**src/rtl/io_bus_bridge_if.sv**
```systemverilog
// io_bus_bridge_if -- CPU-side and peripheral-side bus bundle for io_bus_bridge.
//
// Signals
//   wb_cyc, wb_stb, wb_we, wb_dat_i   CPU request (cycle, strobe, write enable, write data)
//   sel_i                             per-channel select from the CPU address decode
//   speed_i                           access speed class (0 slow .. 3 sync)
//   wb_dat_o, wb_ack, wb_err          CPU response (read data, completion, timeout)
//   s_stb, s_we, s_dat_o              peripheral strobe, write enable and write data
//   s_ack_i, s_dat_i                  peripheral acknowledge and packed read data
//
// Modports
//   master : the environment (CPU plus peripherals) driving requests and slave replies
//   slave  : the bridge itself
interface io_bus_bridge_if #(
   parameter int NSLV = 8,
   parameter int DW   = 16
);
   logic                 wb_cyc;
   logic                 wb_stb;
   logic                 wb_we;
   logic [31:0]          wb_dat_i;
   logic [NSLV-1:0]      sel_i;
   logic [1:0]           speed_i;
   logic [31:0]          wb_dat_o;
   logic                 wb_ack;
   logic                 wb_err;
   logic [NSLV-1:0]      s_stb;
   logic                 s_we;
   logic [DW-1:0]        s_dat_o;
   logic [NSLV-1:0]      s_ack_i;
   logic [NSLV*DW-1:0]   s_dat_i;

   modport master (
      output wb_cyc, wb_stb, wb_we, wb_dat_i, sel_i, speed_i, s_ack_i, s_dat_i,
      input  wb_dat_o, wb_ack, wb_err, s_stb, s_we, s_dat_o
   );

   modport slave (
      input  wb_cyc, wb_stb, wb_we, wb_dat_i, sel_i, speed_i, s_ack_i, s_dat_i,
      output wb_dat_o, wb_ack, wb_err, s_stb, s_we, s_dat_o
   );
endinterface

```
**src/rtl/io_bus_bridge.sv**
```systemverilog
// io_bus_bridge -- bridges single CPU bus accesses onto one of NSLV slow
// peripheral channels, inserting a speed-dependent number of wait states
// before strobing the channel and timing out channels that never acknowledge.
//
// Ports
//   clkcpu   system clock
//   rst_n    asynchronous active-low reset
//   bus      io_bus_bridge_if.slave: CPU request/response and per-channel
//            strobe/acknowledge/data (see the interface file for the list)
//
// State table
//   state     | meaning
//   ST_IDLE   | waiting for wb_cyc & wb_stb; request is latched on acceptance
//   ST_WAIT   | counting down WSn+1 wait-state cycles for the latched speed
//   ST_STROBE | s_stb asserted on the latched channel, waiting for its ack
//   ST_DONE   | one-cycle wb_ack or wb_err pulse, then back to ST_IDLE
module io_bus_bridge #(
   parameter int NSLV    = 8,
   parameter int DW      = 16,
   parameter int WS0     = 7,
   parameter int WS1     = 5,
   parameter int WS2     = 3,
   parameter int WS3     = 1,
   parameter int TIMEOUT = 64
) (
   input logic           clkcpu,
   input logic           rst_n,
   io_bus_bridge_if.slave bus
);

   localparam int CHW    = (NSLV > 1) ? $clog2(NSLV) : 1;
   localparam int WS_01  = (WS0 > WS1) ? WS0 : WS1;
   localparam int WS_23  = (WS2 > WS3) ? WS2 : WS3;
   localparam int WS_MAX = (WS_01 > WS_23) ? WS_01 : WS_23;
   localparam int WCW    = (WS_MAX > 0) ? $clog2(WS_MAX + 1) : 1;
   localparam int TCW    = (TIMEOUT > 2) ? $clog2(TIMEOUT) : 1;

   typedef enum logic [1:0] {
      ST_IDLE,
      ST_WAIT,
      ST_STROBE,
      ST_DONE
   } state_t;

   state_t            state;
   logic [CHW-1:0]    chan;
   logic              chan_vld;
   logic              we_q;
   logic [WCW-1:0]    wait_cnt;
   logic [TCW-1:0]    to_cnt;
   logic              ack_q;
   logic              err_q;
   logic [NSLV-1:0]   stb_q;
   logic              s_we_q;
   logic [DW-1:0]     s_dat_q;
   logic [31:0]       rd_q;

   logic [WCW-1:0]    ws_load;
   logic [CHW-1:0]    req_chan;
   logic [DW-1:0]     chan_dat;
   logic              chan_ack;
   logic [NSLV-1:0]   chan_onehot;

   // Lowest-index set bit wins when the address decode selects several channels.
   function automatic logic [CHW-1:0] lowest_set(input logic [NSLV-1:0] v);
      logic [CHW-1:0] idx;
      idx = '0;
      for (int i = NSLV - 1; i >= 0; i--) begin
         if (v[i]) idx = CHW'(i);
      end
      return idx;
   endfunction

   // The wait counter is loaded with WSn, so WAIT spans WSn+1 cycles
   // (the cycle that sees zero is the last WAIT cycle).
   always_comb begin
      ws_load = '0;
      case (bus.speed_i)
         2'd0:    ws_load = WCW'(WS0);
         2'd1:    ws_load = WCW'(WS1);
         2'd2:    ws_load = WCW'(WS2);
         default: ws_load = WCW'(WS3);
      endcase
   end

   assign req_chan = lowest_set(bus.sel_i);

   // Only the latched channel's ack and data are looked at; other channels'
   // acks are ignored entirely.
   always_comb begin
      chan_dat    = '0;
      chan_ack    = 1'b0;
      chan_onehot = '0;
      for (int k = 0; k < NSLV; k++) begin
         if (chan == CHW'(k)) begin
            chan_dat       = bus.s_dat_i[k*DW +: DW];
            chan_ack       = bus.s_ack_i[k];
            chan_onehot[k] = 1'b1;
         end
      end
   end

   always_ff @(posedge clkcpu or negedge rst_n) begin
      if (!rst_n) begin
         state    <= ST_IDLE;
         chan     <= '0;
         chan_vld <= 1'b0;
         we_q     <= 1'b0;
         wait_cnt <= '0;
         to_cnt   <= '0;
         ack_q    <= 1'b0;
         err_q    <= 1'b0;
         stb_q    <= '0;
         s_we_q   <= 1'b0;
         s_dat_q  <= '0;
         rd_q     <= 32'hFFFF_FFFF;
      end else begin
         // Response pulses are single-cycle; they are only raised on entry to DONE.
         ack_q <= 1'b0;
         err_q <= 1'b0;

         case (state)
            ST_IDLE: begin
               if (bus.wb_cyc && bus.wb_stb) begin
                  chan     <= req_chan;
                  chan_vld <= |bus.sel_i;
                  we_q     <= bus.wb_we;
                  s_dat_q  <= bus.wb_dat_i[DW+15:16];
                  wait_cnt <= ws_load;
                  state    <= ST_WAIT;
               end
            end

            ST_WAIT: begin
               if (!bus.wb_cyc) begin
                  wait_cnt <= '0;
                  state    <= ST_IDLE;
               end else if (wait_cnt == '0) begin
                  if (chan_vld) begin
                     stb_q  <= chan_onehot;
                     s_we_q <= we_q;
                     to_cnt <= TCW'(TIMEOUT - 1);
                     state  <= ST_STROBE;
                  end else begin
                     // No channel decoded: complete immediately with all-ones read data.
                     ack_q <= 1'b1;
                     if (!we_q) rd_q <= 32'hFFFF_FFFF;
                     state <= ST_DONE;
                  end
               end else begin
                  wait_cnt <= wait_cnt - 1'b1;
               end
            end

            ST_STROBE: begin
               // A dropped cycle takes priority over an ack arriving in the same cycle.
               if (!bus.wb_cyc) begin
                  stb_q  <= '0;
                  s_we_q <= 1'b0;
                  to_cnt <= '0;
                  state  <= ST_IDLE;
               end else if (chan_ack) begin
                  stb_q  <= '0;
                  s_we_q <= 1'b0;
                  to_cnt <= '0;
                  ack_q  <= 1'b1;
                  if (!we_q) rd_q <= {{(32-DW){1'b0}}, chan_dat};
                  state  <= ST_DONE;
               end else if (to_cnt == '0) begin
                  // Last of TIMEOUT strobe cycles without an ack.
                  stb_q  <= '0;
                  s_we_q <= 1'b0;
                  err_q  <= 1'b1;
                  if (!we_q) rd_q <= 32'hFFFF_FFFF;
                  state  <= ST_DONE;
               end else begin
                  to_cnt <= to_cnt - 1'b1;
               end
            end

            ST_DONE: begin
               // Requests seen here are not accepted; the CPU gets one idle cycle.
               state <= ST_IDLE;
            end

            default: state <= ST_IDLE;
         endcase
      end
   end

   assign bus.wb_dat_o = rd_q;
   assign bus.wb_ack   = ack_q;
   assign bus.wb_err   = err_q;
   assign bus.s_stb    = stb_q;
   assign bus.s_we     = s_we_q;
   assign bus.s_dat_o  = s_dat_q;

endmodule

```
**src/flat_wrapper.sv**
```systemverilog
// flat-port wrapper written by rule: the top's interface ports become plain ports
module io_bus_bridge_flat 
#(
   parameter int NSLV    = 8,
   parameter int DW      = 16,
   parameter int WS0     = 7,
   parameter int WS1     = 5,
   parameter int WS2     = 3,
   parameter int WS3     = 1,
   parameter int TIMEOUT = 64
)
  (clkcpu, rst_n, bus_wb_cyc, bus_wb_stb, bus_wb_we, bus_wb_dat_i, bus_sel_i, bus_speed_i, bus_s_ack_i, bus_s_dat_i, bus_wb_dat_o, bus_wb_ack, bus_wb_err, bus_s_stb, bus_s_we, bus_s_dat_o);
  io_bus_bridge_if #(.NSLV(NSLV), .DW(DW)) bus_i ();
  input logic clkcpu;
  input logic rst_n;
  input wire logic [$bits(bus_i.wb_cyc)-1:0] bus_wb_cyc;
  input wire logic [$bits(bus_i.wb_stb)-1:0] bus_wb_stb;
  input wire logic [$bits(bus_i.wb_we)-1:0] bus_wb_we;
  input wire logic [$bits(bus_i.wb_dat_i)-1:0] bus_wb_dat_i;
  input wire logic [$bits(bus_i.sel_i)-1:0] bus_sel_i;
  input wire logic [$bits(bus_i.speed_i)-1:0] bus_speed_i;
  input wire logic [$bits(bus_i.s_ack_i)-1:0] bus_s_ack_i;
  input wire logic [$bits(bus_i.s_dat_i)-1:0] bus_s_dat_i;
  output wire logic [$bits(bus_i.wb_dat_o)-1:0] bus_wb_dat_o;
  output wire logic [$bits(bus_i.wb_ack)-1:0] bus_wb_ack;
  output wire logic [$bits(bus_i.wb_err)-1:0] bus_wb_err;
  output wire logic [$bits(bus_i.s_stb)-1:0] bus_s_stb;
  output wire logic [$bits(bus_i.s_we)-1:0] bus_s_we;
  output wire logic [$bits(bus_i.s_dat_o)-1:0] bus_s_dat_o;
  assign bus_i.wb_cyc = bus_wb_cyc;
  assign bus_i.wb_stb = bus_wb_stb;
  assign bus_i.wb_we = bus_wb_we;
  assign bus_i.wb_dat_i = bus_wb_dat_i;
  assign bus_i.sel_i = bus_sel_i;
  assign bus_i.speed_i = bus_speed_i;
  assign bus_i.s_ack_i = bus_s_ack_i;
  assign bus_i.s_dat_i = bus_s_dat_i;
  assign bus_wb_dat_o = bus_i.wb_dat_o;
  assign bus_wb_ack = bus_i.wb_ack;
  assign bus_wb_err = bus_i.wb_err;
  assign bus_s_stb = bus_i.s_stb;
  assign bus_s_we = bus_i.s_we;
  assign bus_s_dat_o = bus_i.s_dat_o;
  io_bus_bridge #(.NSLV(NSLV), .DW(DW), .WS0(WS0), .WS1(WS1), .WS2(WS2), .WS3(WS3), .TIMEOUT(TIMEOUT)) u_core (.clkcpu(clkcpu), .rst_n(rst_n), .bus(bus_i));
endmodule
```
**config.mk**
```make
export PLATFORM = sky130hd
export DESIGN_NAME = io_bus_bridge_flat
export DESIGN_NICKNAME = d
export VERILOG_FILES = /design/src/rtl/io_bus_bridge_if.sv /design/src/rtl/io_bus_bridge.sv /design/src/flat_wrapper.sv
export SDC_FILE = /design/constraint.sdc
export NUM_CORES = 1
export LEC_CHECK = 0
export ABC_AREA = 1
export BUFFER_PORTS_ARGS = -buffer_cell sky130_fd_sc_hd__clkbuf_2
export CAP_MARGIN = 25
export CORE_ASPECT_RATIO = 1.1
export CORE_UTILIZATION = 43
export DETAILED_ROUTE_END_ITERATION = 10
export PLACE_DENSITY = 0.78
export RECOVER_POWER = 25
export SYNTH_ARGS = -nofsm -noshare
export SYNTH_HDL_FRONTEND = slang
export SYNTH_SLANG_ARGS = --single-unit
```
**constraint.sdc**
```tcl
create_clock -name clkcpu -period 1.85 [get_ports clkcpu]
set_input_delay 0.0925 -clock clkcpu [delete_from_list [all_inputs] [get_ports clkcpu]]
set_output_delay 0.0925 -clock clkcpu [all_outputs]
set_load 0.1 [all_outputs]
```
Word-level counts from Yosys, hierarchy flattened. Index checks and enable logic that the tools add are counted. W data, S select, Z words.

Logic and storage cells: 138. Output and inout bits: 59. Bits of input ports: 183. Register bits after elaboration: 75.

Mux-type cells: 85. Eq/ne operators: 24. Reduce and logical (&&, ||, !) cells: 15. Add/sub/neg operators: 2.

Operator list (count): $mux W32 (8); $mux W16 (8); $pmux W32 S2 (1); $mux W8 (6); $mux W6 (6); $mux W3 (11); $mux W1 (32); $pmux W8 S2 (1); $eq A3 B3 Y1 const B (4); $mux W2 (6); $pmux W6 S2 (1); $reduce_and A5 Y1 (2); $pmux W3 S3 (1); $pmux W2 S4 (1); $reduce_or A8 Y1 (1); $reduce_and A7 Y1 (1); $eq A2 B2 Y1 const B (3); $eq A3 B2 Y1 const B (2); $logic_not A3 Y1 (2); $logic_not A6 Y1 (1); $ne A2 B1 Y1 const B (3); $ne A2 B2 Y1 const B (3); $ne A3 B3 Y1 const B (2); $pmux W3 S2 (1); 14 further kinds (19).

Logic depth before layout (Yosys ltp).
Depth after elaboration: 13. Depth in mapped cells: 14. Depth with buffers taken out: 12.

Worst setup path before layout. OpenSTA, ideal clock, no wires.

Path kind: register to register. Start point: register u_core.state[0]. End point: register u_core.to_cnt[4]. Period minus slack after synthesis: 1.736 ns. Data required time: 1.727 ns. Cell stages (with the launch flop): 10. Slack: 0.114 ns. Library setup time: 0.123 ns. Arrival: 1.613 ns. Buffers on the path: 1. Cells stage by stage: dfrtp_1 > inv_1 > ha_1 > clkbuf_2 > nand2_1 > or2_2 > o21ai_2 > inv_2 > o21ai_0 > nand2_1.

Word-level cells in the longest chain between the ends: 3. Elaborated cells on any way between the ends: 9. Those cells by class: 6 x eq/ne; 1 x mux; 2 x reduce/logical.

RTL lines: start, declared (RTL line io_bus_bridge.sv:45) `state_t state;`; start signal, assigned (RTL line io_bus_bridge.sv:105) `state <= ST_IDLE;`; start signal, assigned (RTL line io_bus_bridge.sv:130) `state <= ST_WAIT;`; start signal, assigned (RTL line io_bus_bridge.sv:137) `state <= ST_IDLE;`; $eq A2 B2 Y1 / $eq A2 B1 Y1 (equally long branches) (RTL line io_bus_bridge.sv:122) `case (state)`; $ne A4 B3 Y1 (no line), or another cell as far along; $reduce_and A5 Y1 (no line); end signal, assigned (RTL line io_bus_bridge.sv:142) `to_cnt <= TCW'(TIMEOUT - 1);`; end signal, assigned (RTL line io_bus_bridge.sv:177) `to_cnt <= to_cnt - 1'b1;`; end, declared (RTL line io_bus_bridge.sv:50) `logic [TCW-1:0] to_cnt;`.

Several ways; a longest one is shown, not always the timed one. A chain may end at the register's enable or synchronous reset.

Worst setup path in the final report.
Start point: register u_core.chan[0]. End point: register u_core.rd_q[12] (netlist: u_core.bus.wb_dat_o[12]).

Word-level cells in the longest chain between the ends: 13. Elaborated cells on any way between the ends: 31. Those cells by class: 9 x eq/ne; 20 x mux; 2 x reduce/logical.

RTL lines: start, declared (RTL line io_bus_bridge.sv:46) `logic [CHW-1:0] chan;`; start signal, assigned (RTL line io_bus_bridge.sv:125) `chan <= req_chan;`; $logic_not A3 Y1 (RTL line io_bus_bridge.sv:95) `if (chan == CHW'(k)) begin`; $mux W16 (8 in a row) (RTL line io_bus_bridge.sv:95); $mux W32 (RTL line io_bus_bridge.sv:167) `if (!we_q) rd_q <= {{(32-DW){1'b0}}, chan_dat};`; $mux W32 (RTL line io_bus_bridge.sv:162) `end else if (chan_ack) begin`; $mux W32 (RTL line io_bus_bridge.sv:157) `if (!bus.wb_cyc) begin`; $pmux W32 S2 (RTL line io_bus_bridge.sv:122); end signal, assigned (RTL line io_bus_bridge.sv:167); end, declared (RTL line io_bus_bridge.sv:56) `logic [31:0] rd_q;`.

Several ways; a longest one is shown, not always the timed one. The select of a mux whose other input is x is not followed.

==> qor.csv <==
metric,value,unit
skew final,0.00805,ns
R2R Path End,u_core.bus.wb_dat_o[12],
first-pass GRT wire length,27600,um
max_cap viols,0,
Cell Rows,41,
"most common cell after layout, fill and taps aside",nand2_1,
clock tree buffer depth,2,
Fin. Hold Viols,0,
r2r setup slk,-0.08,ns
final setup fails,46,
WP data required,2.11,ns
"commonest non-fill, non-tap cells in the layout","nand2_1 (286), clkbuf_2 (224), inv_1 (78)",
TritonCTS Buffers,9,
gr ovfl total,0,
via count,5993,
class of the most critical setup path,register to register,
fmax,517,MHz
Max Slew Vio Count,0,
final WL,18000,um
H-tree depth,3,
"Distinct cells, synth",37,
Syn Std Cell Area,5200,um2
Mapped Cells,758,
Clock Latency Late Sink,0.34,ns
n_diodes,0,
1st-iter DRT viols,470,
pin count of the biggest net entering global routing,34,
share of cells above drive strength 1,36.3,%
Reg2Reg Depth,11,
RR Startpoint,u_core.chan[0],
core area,11600,um2
Finished Layout Cells,1177,
sequential share of the synthesized area,36.8,%
Startpoint Class,register,
Post-layout nets,1212,
initial antenna violation count,0,
hpwl dp,12500,um
yosys warns,0,
clock root cell,clkbuf_16,
CTS tree,yes,
Die X,107,um
status,"complete, but fails checks",
final worst setup slack,-0.0829,ns
Clock Sinks,75,
"CTS clk-pin slew, worst paths",0.06,ns
Synth Register Bits,75,
worst hold path class,primary input to register,
P&R area growth vs syn,43.1,%
"Max FO, Critical Path",16,
IO Pins,242,
GP Congestion,0.887,
die area,12500,um2
dpl cell area,6700,um2
syn nets,948,
Avg WL per Cell,15.3,um
vias in the first global route,5772,
Starting Density,44.7,%
CP endpoint,u_core.bus.wb_dat_o[12],
mean post-synth cell area,6.87,um2
CP endpoint kind,register,
Slew Limit Headroom,10.1,%
Worst Setup SP,u_core.chan[0],
DRT Pass-1 Iters,5,
GRT Total Usage,28.1,%
Fin Setup TNS,-2.28,ns
placed cell count,1131,
failing checks,setup timing,
DR vias/cell,5.09,
RSZ-0062 raised after global routing,yes,
Tmin final,1.93,ns
DRC Markers,0,
fin crit share,104,%
IO Port Bufs,225,
slew at the pin closest to its max-slew limit,1.35,ns
Crit path arrival time,2.20,ns
Die H,117,um
Routed Antenna Nets,0,
final instance area,7450,um2
-- critical path: stages, from the launching register on --
cell     delay (ns)
dfrtp_2        0.47
inv_4          0.15
nand3_1        0.14
or2_2          0.30
nand2_1        0.11
nand3_2        0.10
nand2_4        0.11
nor2_4         0.05
buf_4          0.14
buf_12         0.14
nand2_1        0.07
nand2_1        0.07
-- cell families after synthesis --
group	share of synthesized area, %
simple gates	35.7
flops	36.8
buf+inv	11.1
fa+ha+maj	1.68
xor+xnor	0.337
compound gates	14.4
-- metrics by stage --
| stage | utilization [%] | setup slack (ns) | hold WS (ns) |
|---|---|---|---|
| 2_1_floorplan | - | 0.114 | -0.203 |
| 3_3_place_gp | 57.5 | -0.0860 | 0.286 |
| 3_5_place_dp | 57.5 | -0.158 | 0.289 |
| 4_1_cts | 62.1 | -0.0374 | 0.0508 |
| 5_1_grt | 64.0 | -0.169 | 0.0773 |
| 6_report | 64.0 | -0.0829 | 0.0626 |
-- how the worst min path moves through the flow --
stage	from	endpoint	slack, ns	cells after the start
after global placement	rst_n	u_core.bus.wb_dat_o[13]	0.29	1
final	bus_wb_cyc	u_core.bus.wb_ack	0.06	3
after CTS	bus_wb_cyc	u_core.bus.wb_ack	0.05	3
after detailed placement	rst_n	u_core.bus.wb_dat_o[13]	0.29	1
after global routing	bus_wb_cyc	u_core.bus.wb_ack	0.08	3
after floorplan	rst_n	u_core.bus.s_dat_o[0]	-0.20	0
-- layer usage --
layer / global-route usage, % / share of wire [%] / vias to the layer above
met5: 0 / 0 / -
met4: 11.6 / 3.3 / 0
met3: 5.39 / 6.7 / 40
met2: 49.4 / 50 / 250
met1: 33.1 / 40 / 2733
li1: - / - / 2970
-- synth_stat cells --
cell,count,area share (%)
clkinv_1,1,0.072
a21oi_1,13,1.2
nor2_4,1,0.22
dfstp_2,32,16
a21boi_0,1,0.14
or2_2,3,0.36
ha_1,7,1.7
buf_4,4,0.58
xor2_1,2,0.34
dfrtp_1,43,21
nor3_1,5,0.48
clkbuf_1,18,1.3
nand3_1,32,3.1
inv_1,80,5.8
nand3_2,2,0.38
nor2_1,43,3.1
nand4_2,1,0.24
buf_6,8,1.7
nor4_1,1,0.12
nand4_1,41,4.9
o21ai_0,36,3.5
o21ai_2,10,1.7
nor3_2,3,0.58
inv_2,4,0.29
o22ai_1,2,0.24
clkbuf_2,1,0.096
o21ai_1,1,0.096
nor3_4,2,0.62
a22oi_1,17,2.5
o21bai_1,32,4.6
inv_4,2,0.24
o211ai_1,2,0.29
nand2_1,291,21
buf_1,1,0.072
nand2_2,5,0.60
buf_2,10,0.96
a31oi_1,1,0.12
-- final cells by class --
| class | count | area (um2) |
|---|---|---|
| clock buffer | 12 | 256 |
| fill | 1014 | 4200 |
| sequential | 75 | 1920 |
| tap | 150 | 188 |
| timing repair buffer | 295 | 1910 |
| clock inverter | 4 | 25.0 |
| multi-input combinational | 554 | 2820 |
| inverter | 87 | 334 |
-- registers in the layout, indices dropped and copies added (netlist names) --
| name | count |
|---|---|
| u_core.state | 2 |
| u_core.chan_vld | 1 |
| u_core.bus.s_we | 1 |
| u_core.bus.wb_ack | 1 |
| u_core.bus.s_stb | 8 |
| u_core.bus.wb_err | 1 |
| u_core.wait_cnt | 3 |
| u_core.chan | 3 |
| u_core.we_q | 1 |
| u_core.to_cnt | 6 |
| u_core.bus.wb_dat_o | 32 |
| u_core.bus.s_dat_o | 16 |
-- timing repair --
action	4_1_cts	5_1_grt
endpoints found under the setup margin	49	50
cloned	1	4
hold endpoints to repair	68	0
resized for setup	7	33
buffers inserted	2	5
pin swaps	2	12
hold buffers	18	0
Power is not shown: default switching activity piles up to over one toggle a cycle in this logic, so the estimate is an artifact.
